`config.mk`:
```
export PLATFORM = sky130hd
export DESIGN_NAME = noc_eject_sink
export DESIGN_NICKNAME = d
export VERILOG_FILES = /design/src/rtl/noc_eject_sink.sv
export SDC_FILE = /design/constraint.sdc
export NUM_CORES = 1
export LEC_CHECK = 0
export ABC_AREA = 1
export CORE_ASPECT_RATIO = 0.75
export CORE_UTILIZATION = 25
export CTS_BUF_LIST = sky130_fd_sc_hd__clkbuf_4 sky130_fd_sc_hd__clkbuf_8
export CTS_CLUSTER_DIAMETER = 100
export DETAILED_ROUTE_END_ITERATION = 12
export GPL_ROUTABILITY_DRIVEN = 0
export GPL_TIMING_DRIVEN = 0
export PLACE_DENSITY = 0.49
export SLEW_MARGIN = 10
export SYNTH_ARGS = -nofsm -noshare
export SYNTH_HDL_FRONTEND = slang
export SYNTH_SLANG_ARGS = --single-unit
export TNS_END_PERCENT = 30
```
`constraint.sdc`:
```
create_clock -name clk -period 6.35 [get_ports clk]
set_clock_uncertainty 0.2 [all_clocks]
set_input_delay 1.27 -clock clk [delete_from_list [all_inputs] [get_ports clk]]
set_output_delay 1.27 -clock clk [all_outputs]
set_load 0.1 [all_outputs]
```
`src/rtl/noc_eject_sink.sv`:
```
// Ejection receiver on a mesh router's local output: registers each flit, checks destination
// and per-source sequence continuity, buffers matches in a FWFT FIFO and keeps saturating stats.
module noc_eject_sink #(
    parameter int DATAWID  = 32,
    parameter int NODE_ROW = 0,
    parameter int NODE_COL = 0,
    parameter int DEPTH    = 4,
    parameter int CNT_W    = 16
) (
    input  logic                       clk,
    input  logic                       reset,
    input  logic [DATAWID-1:0]         flit_in,
    input  logic                       stat_clr,
    output logic [DATAWID-1:0]         out_data,
    output logic                       out_valid,
    input  logic                       out_ready,
    output logic [$clog2(DEPTH):0]     fill_level,
    output logic [CNT_W-1:0]           rx_cnt,
    output logic [CNT_W-1:0]           misroute_cnt,
    output logic [CNT_W-1:0]           seq_err_cnt,
    output logic [CNT_W-1:0]           drop_cnt,
    output logic [2:0]                 last_tag
);

    localparam int             AW       = $clog2(DEPTH);
    localparam logic [3:0]     MY_NODE  = 4'((NODE_ROW % 4) * 4 + (NODE_COL % 4));
    localparam logic [AW:0]    FULL_CNT = (AW+1)'(DEPTH);
    localparam logic [AW:0]    ONE_CNT  = (AW+1)'(1);
    localparam logic [AW-1:0]  ONE_PTR  = AW'(1);
    localparam logic [CNT_W-1:0] CNT_MAX = '1;

    logic [DATAWID-1:0] r_in_q;
    logic [DATAWID-1:0] r_mem [DEPTH];
    logic [AW-1:0]      r_wr_ptr;
    logic [AW-1:0]      r_rd_ptr;
    logic [AW:0]        r_count;
    logic [15:0]        r_seen;
    logic [5:0]         r_exp_seq [16];
    logic [CNT_W-1:0]   r_rx_cnt;
    logic [CNT_W-1:0]   r_misroute_cnt;
    logic [CNT_W-1:0]   r_seq_err_cnt;
    logic [CNT_W-1:0]   r_drop_cnt;
    logic [2:0]         r_last_tag;

    logic       w_valid;
    logic       w_match;
    logic       w_accept;
    logic       w_misroute;
    logic       w_seq_err;
    logic [3:0] w_src;
    logic [5:0] w_seq;
    logic       w_pop;
    logic       w_full;
    logic       w_push;
    logic       w_drop;

    assign w_valid    = r_in_q[31];
    assign w_src      = r_in_q[30:27];
    assign w_seq      = r_in_q[22:17];
    assign w_match    = (r_in_q[26:23] == MY_NODE);
    assign w_accept   = w_valid && w_match;
    assign w_misroute = w_valid && !w_match;
    assign w_seq_err  = w_accept && r_seen[w_src] && (w_seq != r_exp_seq[w_src]);

    assign out_valid  = (r_count != '0);
    assign w_pop      = out_valid && out_ready;
    assign w_full     = (r_count == FULL_CNT);
    // Room is judged after this cycle's pop, so a full FIFO can pop and push together.
    assign w_push     = w_accept && (!w_full || w_pop);
    assign w_drop     = w_accept && w_full && !w_pop;

    always_ff @(posedge clk or negedge reset) begin
        if (!reset) begin
            r_in_q   <= '0;
            r_wr_ptr <= '0;
            r_rd_ptr <= '0;
            r_count  <= '0;
            for (int i = 0; i < DEPTH; i++) r_mem[i] <= '0;
        end else begin
            r_in_q <= flit_in;
            if (w_push) begin
                r_mem[r_wr_ptr] <= r_in_q;
                r_wr_ptr        <= r_wr_ptr + ONE_PTR;
            end
            if (w_pop) r_rd_ptr <= r_rd_ptr + ONE_PTR;
            if (w_push && !w_pop)      r_count <= r_count + ONE_CNT;
            else if (w_pop && !w_push) r_count <= r_count - ONE_CNT;
        end
    end

    // Sequence table is updated for every matching flit, including dropped ones.
    always_ff @(posedge clk or negedge reset) begin
        if (!reset) begin
            r_seen <= '0;
            for (int i = 0; i < 16; i++) r_exp_seq[i] <= '0;
        end else if (w_accept) begin
            r_seen[w_src]    <= 1'b1;
            r_exp_seq[w_src] <= w_seq + 6'd1;
        end
    end

    always_ff @(posedge clk or negedge reset) begin
        if (!reset) begin
            r_rx_cnt       <= '0;
            r_misroute_cnt <= '0;
            r_seq_err_cnt  <= '0;
            r_drop_cnt     <= '0;
            r_last_tag     <= '0;
        end else if (stat_clr) begin
            r_rx_cnt       <= '0;
            r_misroute_cnt <= '0;
            r_seq_err_cnt  <= '0;
            r_drop_cnt     <= '0;
            r_last_tag     <= '0;
        end else begin
            if (w_push) begin
                r_last_tag <= r_in_q[16:14];
                if (r_rx_cnt != CNT_MAX) r_rx_cnt <= r_rx_cnt + 1'b1;
            end
            if (w_misroute && r_misroute_cnt != CNT_MAX) r_misroute_cnt <= r_misroute_cnt + 1'b1;
            if (w_seq_err && r_seq_err_cnt != CNT_MAX)   r_seq_err_cnt  <= r_seq_err_cnt + 1'b1;
            if (w_drop && r_drop_cnt != CNT_MAX)         r_drop_cnt     <= r_drop_cnt + 1'b1;
        end
    end

    assign out_data     = r_mem[r_rd_ptr];
    assign fill_level   = r_count;
    assign rx_cnt       = r_rx_cnt;
    assign misroute_cnt = r_misroute_cnt;
    assign seq_err_cnt  = r_seq_err_cnt;
    assign drop_cnt     = r_drop_cnt;
    assign last_tag     = r_last_tag;

endmodule

```
======== Yosys cells after proc, flatten, opt, wreduce, memory -nomap -nowiden ========
Cells that the tools add are included.
operators by class
  multiplexer cells ....................... 29
  reduce and logical (&&, ||, !) cells .... 30
  equality and inequality tests ........... 6
  $add $sub $neg .......................... 9
  bitwise logic cells ..................... 4
  magnitude comparators ................... 7
operator list
  operator                                                               count
  16-bit 2-to-1 mux                                                      9
  128-bit bitwise mux                                                    1
  96-bit bitwise mux                                                     1
  32-bit 2-to-1 mux                                                      3
  16-bit by 1-bit adder with 16-bit output (second input constant)       4
  32-bit binary-select mux with 2-bit select                             1
  32-bit demux with 2-bit select                                         1
  16-bit != test (second input constant)                                 4
  6-bit binary-select mux with 4-bit select                              1
  6-bit demux with 4-bit select                                          1
  6-bit 2-to-1 mux                                                       3
  1-bit logical AND                                                      16
  16-bit bitwise OR                                                      1
  3-bit 2-to-1 mux                                                       4
  2-bit nonzero test                                                     6
  6-bit by 1-bit adder with 6-bit output (second input constant)         1
  3-bit greater-or-equal comparator (second input constant)              2
  6-bit != test                                                          1
  2-bit inverter with 3-bit output                                       2
  5-bit greater-or-equal comparator (second input constant)              1
  4-bit by 5-bit < comparator with 1-bit output (second input constant)  1
  5-bit by 1-bit < comparator with 1-bit output (second input constant)  1
  4-bit inverter with 5-bit output                                       1
  2-bit by 1-bit adder with 2-bit output (second input constant)         2
  other kinds (13)                                                       17
word-level totals
  logic and storage cells ................. 115
  output and inout port bits .............. 103
  bits in registers ....................... 346
  input port bits ......................... 36

======== Depth between registers and ports, before layout ========
  depth in word-level cells ............... 9
  gate-level depth with buffers ........... 19

======== Least setup slack after synthesis ========
OpenSTA, ideal clock, no wires.
  path type ............................... register to output
  start ................................... register r_rd_ptr[0]
  end ..................................... output port out_data[23]
  data required time ...................... 4.880 ns
  stages on the path, launching flop included .. 7
  arrival ................................. 2.681 ns
  setup slack ............................. 2.199 ns
  buffers on the path ..................... 3
  path through ............................ dfrtp_1 > clkbuf_1 > clkinv_1 > clkbuf_1 > clkbuf_1 > a21oi_1 > a21oi_1
on the way
  cells in the longest elaborated chain, start to end .. 4
RTL lines
  what                                                    line  source
  start: declaration                                      35    logic [AW-1:0] r_rd_ptr;
  start signal: assignment                                85    if (w_pop) r_rd_ptr <= r_rd_ptr + ONE_PTR;
  2-bit inverter with 3-bit output (not written as such)  126   assign out_data = r_mem[r_rd_ptr];
  32-bit binary-select mux with 2-bit select              126
  32-bit 2-to-1 mux (not written as such) (2 in series)   126
  end: declaration                                        14    output logic [DATAWID-1:0] out_data,
Every way passes these cells. The select of a mux whose other input is x is not followed.

======== Worst setup path after layout ========
  start ................................... register r_rd_ptr[1]
  end ..................................... output port out_data[21]
The elaborated chain is that of the path after synthesis.

==> flow_metrics.env <==
export IMPL_worstHoldStart="r_seen[2]"
export IMPL_cp_max_fo=10
export IMPL_ys_async_sr_fraction=1.00
export IMPL_port_buffers=137
export IMPL_place_detailed_hpwl_um=34100
export IMPL_drtAntennaViolNets=0
export IMPL_ir_worst_vdd_mv=0.319
export IMPL_slew_viol_final=0
export IMPL_synth_top_area_frac=0.557
export IMPL_drcViolationCount=0
export IMPL_cts_root_buf="clkbuf_8"
export IMPL_tritoncts="built"
export IMPL_pre_cts_ws_ps=1710
export IMPL_grt_pass1_wl_um=76500
export IMPL_synthXorXnorAreaFrac=0.0135
export IMPL_core_area_um2=60900
export IMPL_setup_worst_path_start_class="register"
export IMPL_dpl_instance_area_um2=18000
export IMPL_postCtsHoldBufs=0
export IMPL_synth_fa_ha_area_frac=0.00934
export IMPL_rsz0062_at_grt="no"
export IMPL_cp_startpoint="r_rd_ptr[1]"
export IMPL_ys_types=40
export IMPL_start_util=0.255
export IMPL_syn_avg_cell_area_um2=8.32
export IMPL_fillers=6530
export IMPL_ys_seq_area_frac=0.557
export IMPL_routed_via_count=13400
export IMPL_whs_ps=255
export IMPL_timing_final_ws_setup_ps=1060
export IMPL_synthMuxAreaShare=0.000725
export IMPL_viasPerCell=4.63
export IMPL_cts_reportedPaths_clkPinSlew_ps=60
export IMPL_leakagePower_nw=8.75
export IMPL_synth_compound_area_frac=0.133
export IMPL_synth_common_cells="nand2_1 (578), dfrtp_1 (346), o21ai_0 (293), nor2_1 (154), inv_1 (136)"
export IMPL_synth_top_area_cell="dfrtp_1"
export IMPL_min_period_ps=5290
export IMPL_fin_util=0.314
export IMPL_design_area_um2=19100
export IMPL_synthToLayoutAreaGrowth_pct=23.0
export IMPL_critPathKind="register to output port"
export IMPL_synth_most_common_cell="nand2_1"
export IMPL_status="finished, final reports clean"
export IMPL_synth_area_leaders="dfrtp_1 (56%), nand2_1 (14%), o21ai_0 (9.4%)"
export IMPL_cts_made_buffers=54
export IMPL_clockBufferDepth=3
export IMPL_clock_latency_ps=620
export IMPL_arrival_ps=3820
export IMPL_grt_overflow_total=0
export IMPL_rows=78
export IMPL_layout_drive_gt1_share=0.0681
export IMPL_post_cts_setup_buffers=0
export IMPL_dr_pass1_iters=6
export IMPL_reg2regPathDepth=10
export IMPL_ios=139
export IMPL_period_share=0.833
export IMPL_avgRoutedWirePerCell_um=16.7
export IMPL_grt_usage=0.154
export IMPL_tightest_slew_ps=1040
export IMPL_die_w_um=290
export IMPL_clock_fmax_mhz=189
export IMPL_yosysWarnings=0
export IMPL_final_hold_viol_count=0
export IMPL_drv_cap=0
export IMPL_setup_viol=0
export IMPL_synth_edf_count=0
export IMPL_critPathRequiredTime_ps=4880
export IMPL_antenna_found_initial=1
export IMPL_die_area_um2=63200
export IMPL_powerDensity_nw_per_um2=394
export IMPL_drt_wl_total_um=48400
export IMPL_r2r_start="fill_level[0]"
export IMPL_crit_path_end_kind="output port"
export IMPL_synth_top_family_by_area="simple AND/OR/NAND/NOR gates"
export IMPL_slew_headroom=0.302
export IMPL_synth_seq_cells=346
export IMPL_hold_path_class="register to register"
export IMPL_grt_max_degree=106
export IMPL_postCtsResizedCells=0
export IMPL_die_y_um=218
export IMPL_synthFlopType="dfrtp_1"
export IMPL_clock_sinks=346
export IMPL_grt_pass1_vias=13100
export IMPL_synthesis_area_um2=15500
export IMPL_postSynthCellCount=1867
export IMPL_final_nets=2110
export IMPL_holdPathStages=2
export IMPL_total_power_mw=7.53
export IMPL_syn_nets=1914
export IMPL_synth_simple_gate_area_frac=0.224
export IMPL_drt_iter0_markers=1162
export IMPL_cts_htree_levels=2
## cells by family after synthesis
logic type      after synthesis
fa+ha+maj                    11
xor+xnor                     24
flops                       346
compound gates              392
mux                           1
simple gates                856
buf+inv                     237
## state kept, by name (all words and copies together) (netlist names)
name,cells
r_seen,16
r_exp_seq,96
fill_level,3
r_wr_ptr,2
rx_cnt,16
r_mem,128
seq_err_cnt,16
r_rd_ptr,2
r_in_q,32
misroute_cnt,16
last_tag,3
drop_cnt,16
## final timing paths
check / end / slack [ps]
worst max-delay path: out_data[21] / 1060
worst min-delay path: r_seen[2] / 260
worst max register to register: r_mem[10] / 3200
worst min register to register: r_seen[2] / 260
max in group asynchronous: misroute_cnt[5] / 4190
min in group asynchronous: r_mem[55] / 360
## stage by stage
stage               cells  setup TNS, ps
floorplan            1867              0
global placement     2804       -4059830
detailed placement   2807              0
CTS                  2900              0
global route         2901              0
finish               2901              0
## per-layer routing
metal  vias to the layer above  global-route usage  part of all wire
met5                         -                   0                 0
met4                         0              0.0369             0.014
met3                        57              0.0285             0.057
met2                       384               0.220              0.42
met1                      6533               0.235              0.51
li1                       6452                   -                 -
## layout make-up
class,count,area [um^2],area share
flip-flops and latches,346,8660,0.453
multi-input cells,1284,5920,0.310
repair buffers,140,1460,0.0763
clock buffers,87,1080,0.0564
well taps,800,1000,0.0524
inverters,140,528,0.0276
plain buffers,97,433,0.0226
clock inverters,6,37.5,0.00196
diodes,1,2.50,0.000131
## cell usage in the layout, fill, tap and decap left out, types with 3 or more instances in the layout
cell               n
ha_1              10
buf_1              3
a31oi_1            3
nor2_2             4
xor2_1            22
or2_2              5
buf_2             13
nand3_2           10
nand4_1           28
nand3_1           42
buf_6              5
clkinv_2           4
nand2_1          578
a22oi_1            4
nor2_1           154
o21ai_1            6
clkbuf_8          68
o22ai_1           28
clkbuf_1          74
inv_1            136
buf_16             3
nor3_1            31
clkdlybuf4s50_1  136
clkbuf_4          19
o21ai_0          293
a21oi_1           42
dfrtp_1          346
a211oi_1           6
o221ai_1           4
## critical path: stages (launching register included)
cell and delay, ps:
dfrtp_1 360, clkbuf_1 360, clkbuf_1 490, o21ai_0 200
o22ai_1 520, clkdlybuf4s50_1 1260
## power breakdown
part	leakage, nW	switching, mW	internal [mW]	total (mW)
combinational	3.56	2.11	0.674	2.78
clock	0.601	0.905	1.07	1.97
sequential	4.59	0.198	2.58	2.77
(Power assumes the default switching activity.)
